==> src/rtl/gx_command_processor.sv <==
// gx_command_processor
//   Pulls opcodes and operands from the byte-granular command deserializer and
//   dispatches them to the XF load bus (0x10), the CP register bus (0x08) and
//   the BP bus (0x61). 0x00 is a NOP. Any other opcode raises a sticky error.
//
// Handshake (command side): in a fetch state cmd_req=1 with a fixed cmd_bytes
//   until cmd_valid arrives. cmd_valid is a one-cycle pulse and is consumed on
//   the cycle it is high. A cmd_valid outside a fetch state is ignored.
// Handshake (XF side): xf_write is held with stable xf_addr/xf_data until the
//   cycle where xf_write && xf_ready; that cycle transfers the word.
//
// Ports
//   clk, resetn                 clock, asynchronous active-low reset
//   cmd_req/cmd_bytes           operand request (1, 2 or 4 bytes; 0 when idle)
//   cmd_valid/cmd_data          operand return, MSB-aligned
//   xf_addr/xf_data/xf_write    XF word write, xf_ready back-pressure
//   cp_reg_addr/cp_reg_data     CP register write, cp_reg_write one-cycle strobe
//   bp_data/bp_write            BP command word, one-cycle strobe
//   err_valid/err_opcode        sticky unknown-opcode flag and first bad opcode
//   err_clear                   clears err_valid and leaves HALT
//   busy                        high in every state except OP_GET
//   dbg_state                   current FSM state
module gx_command_processor #(
  parameter int XF_ADDR_WIDTH = 16,
  parameter int XF_LEN_BITS   = 16,
  parameter int ERR_HALT      = 0
) (
  input  logic                     clk,
  input  logic                     resetn,
  output logic                     cmd_req,
  output logic [2:0]               cmd_bytes,
  input  logic                     cmd_valid,
  input  logic [31:0]              cmd_data,
  output logic [XF_ADDR_WIDTH-1:0] xf_addr,
  output logic [31:0]              xf_data,
  output logic                     xf_write,
  input  logic                     xf_ready,
  output logic [7:0]               cp_reg_addr,
  output logic [31:0]              cp_reg_data,
  output logic                     cp_reg_write,
  output logic [31:0]              bp_data,
  output logic                     bp_write,
  output logic                     err_valid,
  output logic [7:0]               err_opcode,
  input  logic                     err_clear,
  output logic                     busy,
  output logic [3:0]               dbg_state
);

  typedef enum logic [3:0] {
    S_OP_GET, S_XF_SZ, S_XF_ADR, S_XF_DAT, S_XF_WR,
    S_CP_ADR, S_CP_DAT, S_CP_WR, S_BP_DAT, S_BP_WR, S_HALT
  } state_t;

  localparam logic [XF_ADDR_WIDTH-1:0] ADDR_ONE = 1;
  localparam logic [XF_LEN_BITS-1:0]   CNT_ONE  = 1;

  state_t                   r_state;
  logic [XF_LEN_BITS-1:0]   r_count;
  logic [XF_ADDR_WIDTH-1:0] r_xf_addr;
  logic [31:0]              r_xf_data;
  logic                     r_xf_write;
  logic [7:0]               r_cp_reg_addr;
  logic [31:0]              r_cp_reg_data;
  logic                     r_cp_reg_write;
  logic [31:0]              r_bp_data;
  logic                     r_bp_write;
  logic                     r_err_valid;
  logic [7:0]               r_err_opcode;

  logic       w_fetch;
  logic [2:0] w_bytes;
  logic [7:0] w_opcode;
  logic       w_known;
  logic       w_new_err;

  assign w_opcode = cmd_data[31:24];
  assign w_known  = (w_opcode == 8'h10) || (w_opcode == 8'h08) ||
                    (w_opcode == 8'h61) || (w_opcode == 8'h00);
  assign w_new_err = (r_state == S_OP_GET) && cmd_valid && !w_known;

  // Operand width requested by each fetch state.
  always_comb begin
    w_fetch = 1'b1;
    w_bytes = 3'd0;
    case (r_state)
      S_OP_GET, S_CP_ADR:          w_bytes = 3'd1;
      S_XF_SZ, S_XF_ADR:           w_bytes = 3'd2;
      S_XF_DAT, S_CP_DAT, S_BP_DAT: w_bytes = 3'd4;
      default:                     w_fetch = 1'b0;
    endcase
  end

  assign cmd_req   = w_fetch && !cmd_valid;
  assign cmd_bytes = cmd_req ? w_bytes : 3'd0;

  always_ff @(posedge clk or negedge resetn) begin
    if (!resetn) begin
      r_state        <= S_OP_GET;
      r_count        <= '0;
      r_xf_addr      <= '0;
      r_xf_data      <= '0;
      r_xf_write     <= 1'b0;
      r_cp_reg_addr  <= '0;
      r_cp_reg_data  <= '0;
      r_cp_reg_write <= 1'b0;
      r_bp_data      <= '0;
      r_bp_write     <= 1'b0;
      r_err_valid    <= 1'b0;
      r_err_opcode   <= '0;
    end else begin
      // A new error beats a simultaneous clear; the clear lets it be captured.
      if (w_new_err) begin
        r_err_valid <= 1'b1;
        if (!r_err_valid || err_clear) r_err_opcode <= w_opcode;
      end else if (err_clear) begin
        r_err_valid <= 1'b0;
      end

      case (r_state)
        S_OP_GET: begin
          if (cmd_valid) begin
            case (w_opcode)
              8'h10:   r_state <= S_XF_SZ;
              8'h08:   r_state <= S_CP_ADR;
              8'h61:   r_state <= S_BP_DAT;
              8'h00:   r_state <= S_OP_GET;
              default: r_state <= (ERR_HALT != 0) ? S_HALT : S_OP_GET;
            endcase
          end
        end
        S_XF_SZ: begin
          if (cmd_valid) begin
            // Counter holds words-remaining-minus-one.
            r_count <= cmd_data[16 +: XF_LEN_BITS];
            r_state <= S_XF_ADR;
          end
        end
        S_XF_ADR: begin
          if (cmd_valid) begin
            r_xf_addr <= cmd_data[16 +: XF_ADDR_WIDTH];
            r_state   <= S_XF_DAT;
          end
        end
        S_XF_DAT: begin
          if (cmd_valid) begin
            r_xf_data  <= cmd_data;
            r_xf_write <= 1'b1;
            r_state    <= S_XF_WR;
          end
        end
        S_XF_WR: begin
          if (xf_ready) begin
            r_xf_write <= 1'b0;
            r_xf_addr  <= r_xf_addr + ADDR_ONE;
            if (r_count == '0) begin
              r_state <= S_OP_GET;
            end else begin
              r_count <= r_count - CNT_ONE;
              r_state <= S_XF_DAT;
            end
          end
        end
        S_CP_ADR: begin
          if (cmd_valid) begin
            r_cp_reg_addr <= cmd_data[31:24];
            r_state       <= S_CP_DAT;
          end
        end
        S_CP_DAT: begin
          if (cmd_valid) begin
            r_cp_reg_data  <= cmd_data;
            r_cp_reg_write <= 1'b1;
            r_state        <= S_CP_WR;
          end
        end
        S_CP_WR: begin
          r_cp_reg_write <= 1'b0;
          r_state        <= S_OP_GET;
        end
        S_BP_DAT: begin
          if (cmd_valid) begin
            r_bp_data  <= cmd_data;
            r_bp_write <= 1'b1;
            r_state    <= S_BP_WR;
          end
        end
        S_BP_WR: begin
          r_bp_write <= 1'b0;
          r_state    <= S_OP_GET;
        end
        S_HALT: begin
          if (err_clear) r_state <= S_OP_GET;
        end
        default: r_state <= S_OP_GET;
      endcase
    end
  end

  assign xf_addr      = r_xf_addr;
  assign xf_data      = r_xf_data;
  assign xf_write     = r_xf_write;
  assign cp_reg_addr  = r_cp_reg_addr;
  assign cp_reg_data  = r_cp_reg_data;
  assign cp_reg_write = r_cp_reg_write;
  assign bp_data      = r_bp_data;
  assign bp_write     = r_bp_write;
  assign err_valid    = r_err_valid;
  assign err_opcode   = r_err_opcode;
  assign busy         = (r_state != S_OP_GET);
  assign dbg_state    = r_state;

endmodule
==> config.mk <==
export PLATFORM = sky130hd
export DESIGN_NAME = gx_command_processor
export DESIGN_NICKNAME = d
export VERILOG_FILES = /design/src/rtl/gx_command_processor.sv
export SDC_FILE = /design/constraint.sdc
export NUM_CORES = 1
export LEC_CHECK = 0
export BUFFER_PORTS_ARGS = -buffer_cell sky130_fd_sc_hd__buf_2
export CORE_AREA = 8 8 128 130
export DETAILED_ROUTE_END_ITERATION = 8
export DIE_AREA = 0 0 136 138
export GPL_ROUTABILITY_DRIVEN = 1
export PLACE_DENSITY = 0.85
export SKIP_CTS_REPAIR_TIMING = 1
export SKIP_LAST_GASP = 1
export SYNTH_ARGS = -nofsm -noshare
export SYNTH_HDL_FRONTEND = slang
export SYNTH_SLANG_ARGS = --single-unit
export TNS_END_PERCENT = 50
==> constraint.sdc <==
create_clock -name clk -period 1.89 [get_ports clk]
set_input_delay 0.189 -clock clk [delete_from_list [all_inputs] [get_ports clk]]
set_output_delay 0.189 -clock clk [all_outputs]
set_load 0.01 [all_outputs]
==> results list <==
* Post-synthesis net count: 616
- A synthesized cell averages 11.8 sq um.
- In the finished design, the share of the clock period the worst path needs comes to 1.10.
- The floorplan has 44 rows.
- In this run the vertical extent of the chip is 138 um.
- Final setup violation count: 8
* Number of different library cells in the post-synthesis netlist: 51
* Via count of the routed design: 5,709
* CTS tree: done
- Number of design rule violations left after detail routing: 0
- Combinational Power Share: 0.428
- The startpoint identified for the worst register-to-register timing path is r_count[8].
- Post-synthesis to final-layout area growth: 39.0%
- DIE WIDTH: 136 um
- The tightest min-delay check is of the input port to register type.
- Headroom to the max-slew limit came out at 0.546.
* Share of flip-flops with an asynchronous set or reset after synthesis: 1.00
- Failing checks: setup timing
* Global-route usage over all layers: 0.204
- Worst-case setup slack after placement: -0.161 ns
* DP HPWL: 13.6 mm
- After synthesis the netlist holds a flip-flop and latch count of 152.
* Total design power: 15,300 uW
- Summing all placed instances gives a cell area of 8320 sq um.
- STA puts the critical path data required time at 2.19 ns.
* ANT cells: 0
- The H-tree was split into 4 levels.
* Global-route wire length before repair: 30.7 mm
* Max VDD drop: 1.06 mV
- Reg-to-reg endpoint: r_count[14]
- Unrepaired setup endpoints after global routing: true
- Clock network power share: 0.216
* Detailed-route wire length per cell: 20.1 um
* Maximum number of pins on one net before global-route repair: 68
* Initial Util: 0.473
- For this run, the leading register cell type out of synthesis is sky130_fd_sc_hd__dfrtp_1.
- The floorplan step defined a core boundary enclosing 14,300 sq um.
* Number of clock sinks: 152
- In this run the worst path has a maximum fanout of 2.
* EDFF count, synth: 0
- First DRT Iteration DRCs: 288
* Vias in the first global route: 5,890
- Cell internal power was estimated by the tool at 9760 uW.
* Clock period minus worst slack: 2.07 ns
- The critical path starts at r_count[8].
- After routing the design area is 9410 sq um.
* Leakage dissipation: 0.00444 uW
* Highest achievable clock rate: 483 MHz
* Actual transition at the worst max-transition pin: 0.681 ns
- Clock tree synthesis selected as its root buffer the cell sky130_fd_sc_hd__clkbuf_16.
- Yosys printed 0 warnings.
* Net Switching: 5570 uW
* Outcome: finished with violations
- Of the total power, the share spent switching nets is 0.364.
- The pre-antenna-repair detailed-routing pass consisted of 5 iterations.
- Boundary pin count: 178
- Final weighted congestion in routability-driven placement: 0.874
- Max-cap violations in this run came to 0.
* CTS Buf Count: 17
- CTS clock-pin slew for the worst setup and hold paths: 0.06 ns
- Of the synthesized area, sequential elements account for 0.562.
- Capture point of the critical path: r_count[14]
- Once layout is complete, the utilization of the core stands at 0.657.
- During placement, the flow inserted port buffers numbering 177.
- Worst reg-to-reg setup slack: -0.18 ns
* Die outline area: 18,800 sq um
- The clock passes through at most 2 buffers.
* Worst path setup slack after routing: -0.180 ns
- Post-route antenna net violation count: 0
- Total gr overflow: 0
* Antenna violations before repair: 0
- Clk_skew: 0.00694 ns
- Cell area after technology mapping: 6770 sq um
- Class of the most critical setup path: register to register
- Number of hold violations in the final report: 0
- Length in cells of the worst reg-to-reg path: 5
- Final Slew Violations: 0
- STA classifies the critical path endpoint as a register.
- Element type at the critical path start: register
- Crit path arrival time: 2.37 ns
* Power density normalized to cell area: 1630 nW/um^2
- Synthesis produced 576 cells.
- The net count of the finished layout is 849.
- Of the total power, registers draw 0.356.
* Post-DR vias/cell: 5.68
- Final Routed Wirelength: 20.2 mm
- Fraction of layout cells with a size suffix above 1: 0.542
* Skew-Pair Late Insertion Delay: 0.42 ns
==> flip-flops by register name (all words and copies together), names as in the netlist, 4 cells and up <==
name         cells
bp_data         32
cp_reg_data     32
xf_data         32
r_count         16
xf_addr         16
cp_reg_addr      8
err_opcode       8
dbg_state        4
==> kinds of logic after synthesis <==
family / after synthesis / synth area share
buffers and inverters: 52 / 0.0307
adders and majority gates: 3 / 0.00554
xor gates and xnor gates: 3 / 0.00388
AOI/OAI and AO/OA: 134 / 0.119
and+or+nand+nor: 120 / 0.0924
muxes: 112 / 0.186
DFF: 152 / 0.562
==> stage by stage <==
stage	instances	hold WS [ns]	TNS, ns
4_1_cts	983	-0.196	-0.881
2_1_floorplan	576	-0.107	-0.195
3_5_place_dp	952	0.250	-0.366
5_1_grt	1005	0.0168	-1.80
6_report	1005	0.0270	-0.539
3_3_place_gp	952	0.247	-0.147
==> worst max-delay path, cell delays in order, from the launching register on <==
cell and delay (ns):
sky130_fd_sc_hd__dfrtp_1 0.38, sky130_fd_sc_hd__or4_4 0.53, sky130_fd_sc_hd__or3_4 0.38, sky130_fd_sc_hd__or3_4 0.33, sky130_fd_sc_hd__o22ai_1 0.10, sky130_fd_sc_hd__o2bb2a_2 0.22
==> worst min path at each step <==
stage	startpoint	end	cells past startpoint
CTS	resetn	xf_data[15]	1
floorplan	resetn	bp_data[0]	0
global placement	resetn	cp_reg_data[17]	1
global route	cmd_data[3]	bp_data[3]	2
finish	cmd_data[7]	bp_data[7]	2
detailed placement	resetn	bp_data[17]	1
==> cell usage in the layout, fill, tap and decap left out, types with 3 or more instances in the layout <==
cell type,instances
sky130_fd_sc_hd__a21oi_1,50
sky130_fd_sc_hd__a21oi_2,5
sky130_fd_sc_hd__a2bb2oi_1,3
sky130_fd_sc_hd__a31oi_1,5
sky130_fd_sc_hd__and3_1,6
sky130_fd_sc_hd__buf_12,12
sky130_fd_sc_hd__buf_2,176
sky130_fd_sc_hd__buf_4,55
sky130_fd_sc_hd__buf_6,8
sky130_fd_sc_hd__clkbuf_16,21
sky130_fd_sc_hd__clkinv_2,3
sky130_fd_sc_hd__dfrtp_1,149
sky130_fd_sc_hd__dfrtp_2,3
sky130_fd_sc_hd__dlygate4sd3_1,3
sky130_fd_sc_hd__inv_1,5
sky130_fd_sc_hd__inv_6,3
sky130_fd_sc_hd__mux2_2,112
sky130_fd_sc_hd__nand2_1,25
sky130_fd_sc_hd__nand2b_1,6
sky130_fd_sc_hd__nand3_1,14
sky130_fd_sc_hd__nand3b_1,3
sky130_fd_sc_hd__nand4_1,6
sky130_fd_sc_hd__nor2_1,19
sky130_fd_sc_hd__nor2_4,3
sky130_fd_sc_hd__nor3_1,5
sky130_fd_sc_hd__o21ai_0,22
sky130_fd_sc_hd__o21ai_1,5
sky130_fd_sc_hd__o21ai_2,3
sky130_fd_sc_hd__o22a_1,4
sky130_fd_sc_hd__o22ai_1,10
sky130_fd_sc_hd__or3_4,3
==> power by group through the flow <==
stage / logic (uW) / registers, uW / clock network, uW
3_5_place_dp: 5810 / 5420 / 0
6_report: 6560 / 5460 / 3320
2_1_floorplan: 2680 / 5860 / 0
5_1_grt: 7070 / 5640 / 3510
3_3_place_gp: 5650 / 5320 / 0
4_1_cts: 5830 / 5390 / 3380
==> routing by layer <==
| metal | up-vias | track usage | routed length (um) |
|---|---|---|---|
| met5 | - | 0 | 0 |
| met4 | 0 | 0.0746 | 422 |
| met3 | 30 | 0.0801 | 1810 |
| met2 | 244 | 0.321 | 9790 |
| met1 | 2863 | 0.247 | 8140 |
| li1 | 2572 | - | - |
==> layout make-up <==
type	instances	area (sq um)
multi-input combinational	372	3000
clock inverter	13	145
clock buffer	18	429
timing repair buffer	259	1770
sequential	152	3810
tap	184	230
inverter	7	26.3
fill	1049	4900
==> cell usage after synthesis (all sizes together) (7+ instances only) <==
library cell  count  area (sq um)
a21oi            55           275
buf              16          72.6
clkbuf           29           109
dfrtp           152          3800
inv               7          26.3
mux2            112          1260
nand2            27           101
nand3            15          75.1
nor2             23          86.3
nor3              7          35.0
o21ai            30           150
o22ai            10          62.6
Note: power is estimated with default switching activity, not from simulation.
